$ cat src/rtl/cast_injector.sv
// cast_injector: generates a stream of tagged words into a PE cast input.
// Each run sends NUM_PKTS words. There is an optional start delay and an
// optional idle gap after each accepted word. Every word carries the node tag
// {x, y} and its sequence number.
// Optional feature: define CAST_INJECTOR_STALL_EN to build the back-pressure
// (stall) cycle counter. Without it, stall_cnt_o is tied to zero.

`ifndef DW
`define DW 32
`endif

module cast_injector #(
  parameter int x           = 0,
  parameter int y           = 0,
  parameter int NUM_PKTS    = 10000,
  parameter int START_DELAY = 0,
  parameter int GAP         = 0
) (
  input  logic           clk,
  input  logic           rstn,
  input  logic           start_i,
  output logic [`DW-1:0] cast_data_o,
  output logic           cast_valid_o,
  input  logic           cast_ready_i,
  output logic           busy_o,
  output logic           done_o,
  output logic [31:0]    sent_cnt_o,
  output logic [31:0]    stall_cnt_o
);

  // Width of the sequence-number field below the two 4-bit tags.
  localparam int SEQ_W = `DW - 8;

  localparam logic [2:0] S_IDLE  = 3'd0;
  localparam logic [2:0] S_DELAY = 3'd1;
  localparam logic [2:0] S_SEND  = 3'd2;
  localparam logic [2:0] S_GAP   = 3'd3;
  localparam logic [2:0] S_DONE  = 3'd4;

  localparam logic [31:0] CNT_MAX    = 32'hFFFF_FFFF;
  localparam logic [31:0] LAST_IDX   = (NUM_PKTS > 0)    ? 32'(NUM_PKTS - 1)    : 32'd0;
  localparam logic [31:0] DELAY_LOAD = (START_DELAY > 0) ? 32'(START_DELAY - 1) : 32'd0;
  localparam logic [31:0] GAP_LOAD   = (GAP > 0)         ? 32'(GAP - 1)         : 32'd0;
  localparam logic [3:0]  X_TAG      = 4'(x);
  localparam logic [3:0]  Y_TAG      = 4'(y);

  logic [2:0]     state_q, state_d;
  logic [31:0]    delay_cnt_q, delay_cnt_d;
  logic [31:0]    gap_cnt_q, gap_cnt_d;
  logic [31:0]    sent_cnt_q, sent_cnt_d;
  logic           valid_q, valid_d;
  logic [`DW-1:0] data_q, data_d;
  logic [SEQ_W-1:0] seq_w;
  logic           handshake;
  logic           run_start;

  assign handshake = valid_q & cast_ready_i;
  // start_i only matters when no run is in flight.
  assign run_start = start_i && ((state_q == S_IDLE) || (state_q == S_DONE));

  // Fit the 32-bit word counter into the sequence field (zero-extend or truncate).
  generate
    if (SEQ_W > 32) begin : g_seq_ext
      assign seq_w = {{(SEQ_W - 32){1'b0}}, sent_cnt_d};
    end else if (SEQ_W == 32) begin : g_seq_eq
      assign seq_w = sent_cnt_d;
    end else begin : g_seq_trunc
      assign seq_w = sent_cnt_d[SEQ_W-1:0];
    end
  endgenerate

  // Next-state logic. valid and data are computed one cycle ahead, so the
  // outputs are registered and do not depend combinationally on ready.
  always_comb begin
    state_d     = state_q;
    delay_cnt_d = delay_cnt_q;
    gap_cnt_d   = gap_cnt_q;
    sent_cnt_d  = sent_cnt_q;
    valid_d     = valid_q;
    case (state_q)
      S_IDLE, S_DONE: begin
        valid_d = 1'b0;
        if (run_start) begin
          sent_cnt_d = '0;
          if (NUM_PKTS == 0) begin
            state_d = S_DONE;
          end else if (START_DELAY > 0) begin
            state_d     = S_DELAY;
            delay_cnt_d = DELAY_LOAD;
          end else begin
            state_d = S_SEND;
            valid_d = 1'b1;
          end
        end
      end
      S_DELAY: begin
        if (delay_cnt_q == 32'd0) begin
          state_d = S_SEND;
          valid_d = 1'b1;
        end else begin
          delay_cnt_d = delay_cnt_q - 32'd1;
        end
      end
      S_SEND: begin
        // Without a handshake everything holds, so the word stays stable.
        if (handshake) begin
          if (sent_cnt_q != CNT_MAX) begin
            sent_cnt_d = sent_cnt_q + 32'd1;
          end
          if (sent_cnt_q == LAST_IDX) begin
            state_d = S_DONE;
            valid_d = 1'b0;
          end else if (GAP > 0) begin
            state_d   = S_GAP;
            gap_cnt_d = GAP_LOAD;
            valid_d   = 1'b0;
          end
        end
      end
      S_GAP: begin
        if (gap_cnt_q == 32'd0) begin
          state_d = S_SEND;
          valid_d = 1'b1;
        end else begin
          gap_cnt_d = gap_cnt_q - 32'd1;
        end
      end
      default: begin
        state_d = S_IDLE;
        valid_d = 1'b0;
      end
    endcase
    data_d = valid_d ? {X_TAG, Y_TAG, seq_w} : '0;
  end

  // State and output registers with synchronous active-low reset.
  always_ff @(posedge clk) begin
    if (!rstn) begin
      state_q     <= S_IDLE;
      delay_cnt_q <= '0;
      gap_cnt_q   <= '0;
      sent_cnt_q  <= '0;
      valid_q     <= 1'b0;
      data_q      <= '0;
    end else begin
      state_q     <= state_d;
      delay_cnt_q <= delay_cnt_d;
      gap_cnt_q   <= gap_cnt_d;
      sent_cnt_q  <= sent_cnt_d;
      valid_q     <= valid_d;
      data_q      <= data_d;
    end
  end

`ifdef CAST_INJECTOR_STALL_EN
  logic [31:0] stall_cnt_q, stall_cnt_d;

  // Count cycles where a word is offered but not taken, saturating.
  always_comb begin
    stall_cnt_d = stall_cnt_q;
    if (run_start) begin
      stall_cnt_d = '0;
    end else if (valid_q && !cast_ready_i && (stall_cnt_q != CNT_MAX)) begin
      stall_cnt_d = stall_cnt_q + 32'd1;
    end
  end

  // Stall counter register.
  always_ff @(posedge clk) begin
    if (!rstn) begin
      stall_cnt_q <= '0;
    end else begin
      stall_cnt_q <= stall_cnt_d;
    end
  end

  assign stall_cnt_o = stall_cnt_q;
`else
  assign stall_cnt_o = '0;
`endif

  assign cast_data_o  = data_q;
  assign cast_valid_o = valid_q;
  assign sent_cnt_o   = sent_cnt_q;
  assign busy_o       = (state_q == S_DELAY) || (state_q == S_SEND) || (state_q == S_GAP);
  assign done_o       = (state_q == S_DONE);

endmodule

$ cat config.mk
export PLATFORM = sky130hd
export DESIGN_NAME = cast_injector
export DESIGN_NICKNAME = d
export VERILOG_FILES = /design/src/rtl/cast_injector.sv
export SDC_FILE = /design/constraint.sdc
export NUM_CORES = 1
export LEC_CHECK = 0
export BUFFER_PORTS_ARGS = -buffer_cell sky130_fd_sc_hd__buf_4
export CAP_MARGIN = 20
export CORE_ASPECT_RATIO = 1.5
export CORE_UTILIZATION = 40
export CTS_CLUSTER_SIZE = 25
export DETAILED_ROUTE_END_ITERATION = 10
export PLACE_DENSITY = 0.7
export SYNTH_ARGS = -nofsm -noshare
export SYNTH_HDL_FRONTEND = slang
export SYNTH_SLANG_ARGS = --single-unit
$ cat constraint.sdc
create_clock -name clk -period 2.5 [get_ports clk]
set_clock_uncertainty 0.2 [all_clocks]
set_input_delay 0.25 -clock clk [delete_from_list [all_inputs] [get_ports clk]]
set_output_delay 0.25 -clock clk [all_outputs]
set_load 0.05 [all_outputs]
==> Flow_metrics.wiki <==
{| class="wikitable"
! Metric !! Value
|-
| Outcome || finished, final reports clean
|-
| Critical path peak fanout || 9
|-
| Grt total ovfl || 0
|-
| Slew at the pin with the worst max-slew slack || 828 ps
|-
| Cell total after placement || 547
|-
| Path type of the worst min-delay path || input pin to flip-flop
|-
| Number of synthesized flops with an enable pin || 0
|-
| Flop-to-flop setup slack || 80 ps
|-
| CTS Root Cell || clkbuf_16
|-
| Max capacitance violation total || 0
|-
| First-pass GRT wire length || 14600 µm
|-
| Levels on crit path || 6
|-
| Core box area || 7560 µm²
|-
| Number of different library cells in the post-synthesis netlist || 51
|-
| Antenna violations before repair || 0
|-
| Chain of cells forming the critical path || ha_2 > nand3_4 > or3_2 > or3_1 > a311o_1 > a21oi_1
|-
| Max stage delay on crit path || 520 ps
|-
| Max Clock Freq || 412 MHz
|-
| Post-detailed-route count of antenna-violating nets || 0
|-
| DR vias/cell || 5.55
|-
| CTS clk-pin slew, worst paths || 50 ps
|-
| Initial standard-cell utilization of the core || 41.1%
|-
| Startpoint-to-endpoint class of the critical path || flip-flop to flip-flop
|-
| Origin of the worst setup path || sent_cnt_o[0]
|-
| Crit path time final || 2420 ps
|-
| CTS tree || built
|-
| Final setup TNS || 0 ps
|-
| # DRC || 0
|-
| Post-detail-place hpwl || 7010 µm
|-
| Worst slew margin relative to its limit || 44.8%
|-
| P per Cell Area || 626 nW/µm²
|-
| Cell Count, Final, Fillers Out || 563
|-
| Total wirelength of the detailed-routed design || 9410 µm
|-
| CTS Hold Bufs || 0
|-
| P_leak || 1.68 nW
|-
| Initial DRC Count || 199
|-
| Maximum number of pins on one net before global-route repair || 24
|-
| TritonCTS Buffers || 9
|-
| Delay-heaviest family, CP || simple AND/OR/NAND/NOR gates
|-
| Max-slew violation total from the final report || 0
|-
| Final period utilization || 97.0%
|-
| I/O pin total || 103
|-
| Die height || 110 µm
|-
| Skew-Pair Late Insertion Delay || 330 ps
|-
| Post-synthesis to final-layout area growth || 33.1%
|-
| Startpoint kind of the worst setup timing path || flip-flop
|-
| Detailed-router iteration count before antenna repair || 4
|-
| Hold Fails Final Rpt || 0
|-
| Tightest hold margin || 23.7 ps
|-
| Number of buffers added on ports || 62
|-
| Max stage delay cell, worst path || or3_2
|-
| Worst flop-to-flop path endpoint || cast_data_o[9]
|-
| Clock Sink Count || 59
|-
| CP Data Required Time || 2560 ps
|-
| Total buffers and inverters traversed by the critical path || 0
|-
| Fraction of final layout cells sized beyond drive strength 1 || 32.3%
|-
| Area of the die || 8130 µm²
|-
| Endpoint of the worst setup timing path || cast_data_o[9]
|-
| Worst Setup End Kind || flip-flop
|-
| Mapped cell area || 3110 µm²
|-
| Routability congestion estimate from global placement || 0.901
|-
| Startpoint of the lowest-slack register-to-register path || sent_cnt_o[0]
|-
| CTS H-Tree Depth || 3
|-
| Per-cell routed wire length || 16.7 µm
|-
| Post-layout net count || 461
|-
| Die W || 74.0 µm
|-
| Number of placement rows || 39
|-
| Top_reg_cell synth || dfxtp_1
|-
| Proportion of register bits with asynchronous set or reset after synthesis || 0%
|-
| Via count || 3125
|-
| Synth Area per Inst || 8.40 µm²
|-
| Number of global-route vias before repair || 2844
|-
| Worst Reg2Reg Path Length in Cells || 6
|-
| Diode insertion count for antenna repair || 0
|-
| Bufs on Longest Clock Path || 2
|-
| Synthesized instance count || 370
|-
| Synthesis-stage register bit count || 59
|-
| Warnings from Yosys || 0
|-
| Proportion of synthesized chip area in sequential cells || 38.0%
|-
| Finish-stage setup viols || 0
|-
| Unrepaired setup endpoints after global routing || true
|-
| Total GRT Usage || 24.6%
|-
| Data arrival time of the critical path || 2480 ps
|-
| Largest voltage drop on the vdd net || 0.000527 V
|}
synthesized netlist by cell type, types with 9 or more instances:
master    instances  area, µm²
a21oi_1          38        190
buf_4            40        300
clkbuf_1          9       33.8
dfxtp_1          59       1180
inv_1             9       33.8
nand2_1          28        105
nand3_1          21        105
nand4_1          15       93.8
nor2_1           17       63.8
nor4_1           14       87.6
o211ai_1         13       97.6
or3_1            13       81.3
or4_1             9       67.6
through the flow:
step                power [mW]  setup slack [ps]  instance area [µm²]  util [%]
global route              2.67             -9.89                 4140      54.7
floorplan                 1.21              18.3                 3300         -
finish                    2.59              75.0                 4140      54.7
detailed placement        1.21              55.6                 3770      49.8
CTS                       2.61              50.0                 4120      54.4
global placement          1.21              93.5                 3770      49.8
timing repair:
item,in CTS,in global routing
endpoints found under the setup margin,0,11
resized for setup,0,3
setup buffers,0,0
worst register-to-register path, stage by stage (launching register included):
cell,delay (ps)
dfxtp_4,360
ha_2,220
nand3_4,140
or3_2,520
or3_1,430
a311o_1,350
a21oi_1,140
cells by family after synthesis:
kind of cell / share of synthesized area, %
adder cells (fa/ha/maj): 0.403
multiplexers: 2.29
AO/OA/AOI/OAI: 17.0
AND/OR/NAND/NOR: 27.8
other: 0.121
flip-flops: 38.0
XOR/XNOR: 0.564
buffers and inverters: 13.8
state kept, by name, indices dropped and copies added, names as in the netlist:
register	cells
cast_data_o	24
cast_valid_o	1
sent_cnt_o	32
state_q	2
layout make-up:
| type | instances | area [µm²] |
|---|---|---|
| clock buffer | 13 | 280 |
| timing repair buffer | 95 | 738 |
| clock inverter | 3 | 67.6 |
| tap | 102 | 128 |
| multi-input combinational | 282 | 1670 |
| sequential | 59 | 1220 |
| inverter | 9 | 33.8 |
| fill | 732 | 3430 |
placed cells by master (no fill, tap or decap), drive strengths merged, types with 2 or more instances in the layout:
master and count:
o2111ai 3, nand2b 2, mux2i 6, and3 6, o21ai 6, and4 5
o31ai 5, a21oi 38, nor2 17, nand2 28, bufinv 2, and2 6
o41ai 2, conb 40, nand3 22, nand4 15, dfxtp 59, a31oi 2
nor4 14, o211ai 13, nor3 6, or4 10, or3 14, xnor2 2
inv 9, nor2b 4, clkbuf 13, buf 95
routing by layer:
| metal | routed length, µm | global-route usage, % | up-vias |
|---|---|---|---|
| met5 | 0 | 0 | - |
| met4 | 351 | 14.8 | 0 |
| met3 | 449 | 5.13 | 25 |
| met2 | 4990 | 42.6 | 122 |
| met1 | 3620 | 26.9 | 1502 |
| li1 | - | - | 1476 |
worst min-delay path by stage:
stage	start	to	depth (start not counted)
final	start_i	state_q[2]	3
after floorplan	start_i	state_q[2]	2
after detailed placement	sent_cnt_o[25]	sent_cnt_o[25]	2
after global placement	sent_cnt_o[25]	sent_cnt_o[25]	2
after CTS	start_i	state_q[2]	3
after global routing	start_i	state_q[2]	3
where the power goes:
group	total (mW)	switching [mW]	internal, mW
Sequential	0.950	0.00672	0.943
Combinational	0.242	0.209	0.0334
Clock	1.39	0.415	0.980
No activity file was read; power rests on OpenSTA's default activity.
